--- src/rtl/chiplet_types_pkg.sv ---
// chiplet_types_pkg: shared types and constants for the chiplet link datapath.
//   word_t        - 32-bit link word
//   node_id_t     - requestor node identifier
//   CRC32_*       - CRC-32/MPEG-2 polynomial and seed
//   rx_crc_state_t- receive-side CRC checker framing states
//   crc_result_t  - per-packet verdict {req, crc, ok, frame_err}
package chiplet_types_pkg;

  typedef logic [31:0] word_t;
  typedef logic [3:0]  node_id_t;

  localparam word_t CRC32_POLY = 32'h04C11DB7;
  localparam word_t CRC32_INIT = 32'hFFFFFFFF;

  typedef enum logic [1:0] {
    IDLE,
    PAYLOAD,
    CHECK
  } rx_crc_state_t;

  typedef struct packed {
    node_id_t req;
    word_t    crc;
    logic     ok;
    logic     frame_err;
  } crc_result_t;

endpackage

--- src/rtl/crc32_word_update.sv ---
// crc32_word_update: combinational CRC-32/MPEG-2 step over one 32-bit word.
// The word is consumed MSB first, i.e. byte [31:24] first, no reflection.
//   crc_i  - current CRC
//   data_i - word to fold in
//   crc_o  - CRC after folding data_i
module crc32_word_update
  import chiplet_types_pkg::*;
(
  input  logic [31:0] crc_i,
  input  logic [31:0] data_i,
  output logic [31:0] crc_o
);

  always_comb begin
    logic [31:0] c;
    logic        fb;
    c  = crc_i;
    fb = 1'b0;
    for (int unsigned i = 0; i < 32; i++) begin
      fb = c[31] ^ data_i[31 - i];
      c  = {c[30:0], 1'b0} ^ (fb ? CRC32_POLY : '0);
    end
    crc_o = c;
  end

endmodule

--- config.mk ---
export PLATFORM = sky130hd
export DESIGN_NAME = crc32_word_update
export DESIGN_NICKNAME = d
export VERILOG_FILES = /design/src/rtl/chiplet_types_pkg.sv /design/src/rtl/crc32_word_update.sv
export SDC_FILE = /design/constraint.sdc
export NUM_CORES = 1
export LEC_CHECK = 0
export ABC_AREA = 0
export BUFFER_PORTS_ARGS = -buffer_cell sky130_fd_sc_hd__buf_2
export CELL_PAD_IN_SITES_DETAIL_PLACEMENT = 1
export CELL_PAD_IN_SITES_GLOBAL_PLACEMENT = 1
export CORE_MARGIN = 8
export CORE_UTILIZATION = 48
export DETAILED_ROUTE_END_ITERATION = 10
export PLACE_DENSITY_LB_ADDON = 0.1
export SYNTH_ARGS = -nofsm -noshare
export SYNTH_HDL_FRONTEND = slang
export SYNTH_SLANG_ARGS = --single-unit
export TNS_END_PERCENT = 100
--- constraint.sdc ---
create_clock -name vclk -period 16.45
set_input_delay 4.935 -clock vclk [all_inputs]
set_output_delay 4.935 -clock vclk [all_outputs]
set_load 0.02 [all_outputs]
==> Word level (Yosys, flattened, before mapping) <==
Cells that the tools add are included.
{ "totals": {"output_inout_bits": 32, "inputBits": 64, "regBits": 0} }
{ "op_classes": {"muxes": 32, "n_bitwise": 64} }
{ "ops": {"columns": ["cell", "n"], "rows": [
  ["32-bit by 27-bit bitwise XOR with 32-bit output", 32],
  ["27-bit 2-to-1 mux", 32],
  ["1-bit bitwise XOR", 32]
]} }

==> Logic depth before layout (Yosys ltp) <==
{ "depth": {"ltp_word": 96, "ltp_mapped": 9, "ltp_nobuf": 8} }

==> Least setup slack after synthesis <==
Ideal clock, no wire load.
{ "synth_timing": {"path_type": "input -> output", "from": "in data_i[21]", "to": "out crc_o[12]", "arrival_time_ps": 8117, "stages": 8, "slack_ps": 3398, "path_buffers": 0, "cell_sequence": "xnor2_1 > xnor3_2 > xor2_4 > xnor3_2 > xnor2_4 > xnor3_2 > xnor2_4 > xnor3_1"} }
{ "synth_between": {"elab_chain_len": 30, "elab_cells_between_ends": 42, "cone_classes": "10 x mux; 32 x bitwise"} }
{ "synth_lines": {"columns": ["item", "line_no", "rtl"], "rows": [
  ["start: declaration", "crc32_word_update.sv:10", "input logic [31:0] data_i,"],
  ["1-bit bitwise XOR *", "crc32_word_update.sv:20", "fb = c[31] ^ data_i[31 - i];"],
  ["27-bit 2-to-1 mux *", "crc32_word_update.sv:21", "c = {c[30:0], 1'b0} ^ (fb ? CRC32_POLY : '0);"],
  ["32-bit by 27-bit bitwise XOR with 32-bit output * (6 in a row)", "crc32_word_update.sv:21", null],
  ["1-bit bitwise XOR / 32-bit by 27-bit bitwise XOR with 32-bit output (equally long branches)", "crc32_word_update.sv:20, crc32_word_update.sv:21", null],
  ["27-bit 2-to-1 mux / 32-bit by 27-bit bitwise XOR with 32-bit output (equally long branches)", "crc32_word_update.sv:21", null],
  ["32-bit by 27-bit bitwise XOR with 32-bit output * (6 in a row)", "crc32_word_update.sv:21", null],
  ["1-bit bitwise XOR / 32-bit by 27-bit bitwise XOR with 32-bit output (equally long branches)", "crc32_word_update.sv:20, crc32_word_update.sv:21", null],
  ["27-bit 2-to-1 mux / 32-bit by 27-bit bitwise XOR with 32-bit output (equally long branches)", "crc32_word_update.sv:21", null],
  ["32-bit by 27-bit bitwise XOR with 32-bit output * (9 in a row)", "crc32_word_update.sv:21", null],
  ["1-bit bitwise XOR", "crc32_word_update.sv:20", null],
  ["27-bit 2-to-1 mux", "crc32_word_update.sv:21", null],
  ["32-bit by 27-bit bitwise XOR with 32-bit output *", "crc32_word_update.sv:21", null],
  ["end: declaration", "crc32_word_update.sv:11", "output logic [31:0] crc_o"]
]} }
Every way passes the cells marked *; elsewhere a longest branch is shown, timed or not.

==> Final worst setup path <==
{ "layout_timing": {"from": "in data_i[26]", "to": "out crc_o[10]"} }
{ "layout_between": {"elab_chain_len": 37, "elab_cells_between_ends": 51, "cone_classes": "12 x mux; 39 x bitwise"} }
{ "layout_lines": {"columns": ["item", "line_no"], "rows": [
  ["1-bit bitwise XOR *", "crc32_word_update.sv:20"],
  ["27-bit 2-to-1 mux *", "crc32_word_update.sv:21"],
  ["32-bit by 27-bit bitwise XOR with 32-bit output * (6 in a row)", "crc32_word_update.sv:21"],
  ["1-bit bitwise XOR", "crc32_word_update.sv:20"],
  ["27-bit 2-to-1 mux", "crc32_word_update.sv:21"],
  ["32-bit by 27-bit bitwise XOR with 32-bit output * (6 in a row)", "crc32_word_update.sv:21"],
  ["1-bit bitwise XOR", "crc32_word_update.sv:20"],
  ["27-bit 2-to-1 mux", "crc32_word_update.sv:21"],
  ["32-bit by 27-bit bitwise XOR with 32-bit output * (6 in a row)", "crc32_word_update.sv:21"],
  ["1-bit bitwise XOR", "crc32_word_update.sv:20"],
  ["27-bit 2-to-1 mux", "crc32_word_update.sv:21"],
  ["32-bit by 27-bit bitwise XOR with 32-bit output * (6 in a row)", "crc32_word_update.sv:21"],
  ["1-bit bitwise XOR", "crc32_word_update.sv:20"],
  ["27-bit 2-to-1 mux", "crc32_word_update.sv:21"],
  ["32-bit by 27-bit bitwise XOR with 32-bit output * (3 in a row)", "crc32_word_update.sv:21"]
]} }
Marked as above.

==> results.json <==
{
  "outcome": "completed",
  "layout_commonest_cell": "xnor2_1",
  "postRouteAntennaNets": 0,
  "maxSlewHeadroom_pct": 38.9,
  "cpMaxStageDelayCell": "xnor3_2",
  "cp_num_buf_inv": 2,
  "syn_avg_cell_area_sq_um": 13.4,
  "fin_crit_ns": 13.81,
  "grt_usage_pct": 17.8,
  "max_cap_violations": 0,
  "layout_common_cells": "122 x xnor2_1, 96 x buf_2, 41 x xnor3_1, 36 x xor2_1, 15 x xnor2_2",
  "yosysWarnings": 0,
  "crit_path_max_incr_delay_ns": 0.62,
  "drt_iter0_drc": 66,
  "grt_antenna_before_repair": 0,
  "io_buffer_count": 96,
  "nNetsFinal": 411,
  "yosysTopAreaCellShare_pct": 31.7,
  "cpMostUsedCell": "xnor3_1",
  "grt_pass1_wl_mm": 13.9,
  "wl_per_cell_um": 19.8,
  "cp_cell_sequence": "buf_2, xnor2_2, xnor2_1, xnor2_4, xnor3_2, xnor3_1, xnor3_1, xnor3_2, xnor3_1, buf_2",
  "area_delta_synth_final_pct": 17.3,
  "yosysUniqueCellTypes": 13,
  "hold_path_class": "in2out",
  "postCtsSetupRepairBufs": 0,
  "vias": 2074,
  "report.final.slew_viol_count": 0,
  "yosys.area.top_type": "xnor2_1",
  "dieArea_sq_um": 9970,
  "cts_resized": 0,
  "place_congestion": 0.823,
  "initial_core_util_pct": 49.7,
  "tightest_slew_ns": 0.909,
  "setup_violations": 0,
  "placedCellCount": 441,
  "crit_fanout": 7,
  "num-fill-cells": 731,
  "rsz0062_at_grt": "false",
  "hpwlAfterDp_mm": 7.74,
  "drt-pass1-iter-count": 4,
  "coreArea_sq_um": 6790,
  "drc": 0,
  "boundaryPins": 96,
  "synthTopCellsByArea": "xnor2_1 32%, xnor3_1 27%, xnor3_2 9.9%",
  "syn_area_sq_um": 3370,
  "finalHoldViolCount": 0,
  "design.seq.count": 0,
  "required_ns": 11.51,
  "fp.dieW_um": 99.8,
  "fmax_mhz": 72.4,
  "yosysSeqAreaShare_pct": 0,
  "via_per_inst": 4.70,
  "die_h_um": 99.8,
  "nClkBuffers": 0,
  "syn_inst": 251,
  "setup-tns-final_ns": 0,
  "grt_start_max_net_pins": 9,
  "drive_gt1_share_pct": 41.2,
  "final-instance-count-excl-fill": 441,
  "grt.overflow.total": 0,
  "syn-num-nets": 315,
  "worstSetupPathType": "in2out",
  "grt_pass1_vias": 2473,
  "drt-total-wl_mm": 8.74,
  "startpoint_type": "primary input",
  "row_count": 30,
  "regArea_sq_um": 0,
  "cp_top_family": "XOR/XNOR gates",
  "diodes": 0,
  "endpoint_kind": "output pin",
  "cp.arrival_ns": 8.87,
  "cts_hold_buf": 0,
  "period_share_pct": 83.9
}
-- area by class of cell --
class	count	area (sq um)	share of cell area (%)
inverter	1	3.75	0.0948
timing repair buffer	96	480	12.1
tap	96	120	3.04
multi-input combinational	248	3350	84.7
-- kinds of logic (layout without fill, tap and decap cells) --
group	Yosys count	count (layout)	share of synthesized area [%]
xor+xnor	248	248	99.4
buf+inv	3	97	0.593
-- per-layer routing --
metal	part of all wire (%)	GRT usage [%]	up-vias
met5	0	0	-
li1	-	-	997
met2	50	31.5	64
met1	45	23.9	1011
met3	4.9	1.80	2
met4	0.21	0.582	0
-- synth_stat cells --
library cell  number
xor3_1             3
xnor2_1          122
xor2_1            36
xnor3_2           14
inv_1              1
xnor3_1           41
buf_2              1
xor2_2             6
buf_6              1
xnor2_4            9
xnor2_2           15
xor3_2             1
xor2_4             1
-- path summary, 6_finish.rpt --
kind,cells past startpoint,endpoint,start,slack [ns]
max,10,crc_o[10],data_i[26],2.64
min,7,crc_o[27],data_i[17],10.72
-- stage by stage --
step           worst slack, ns  instance area [sq um]  utilization [%]  hold WS (ns)
3_5_place_dp              2.57                   3960             58.3         10.70
5_1_grt                   2.43                   3960             58.3         10.79
6_report                  2.64                   3960             58.3         10.72
3_3_place_gp              2.65                   3960             58.3         10.71
4_1_cts                   2.57                   3960             58.3         10.72
2_1_floorplan             3.40                   3370                -         10.51
Power is left out: the tool's default activity adds up to more than one toggle a clock period on the data nets, which glitch-free logic cannot reach.
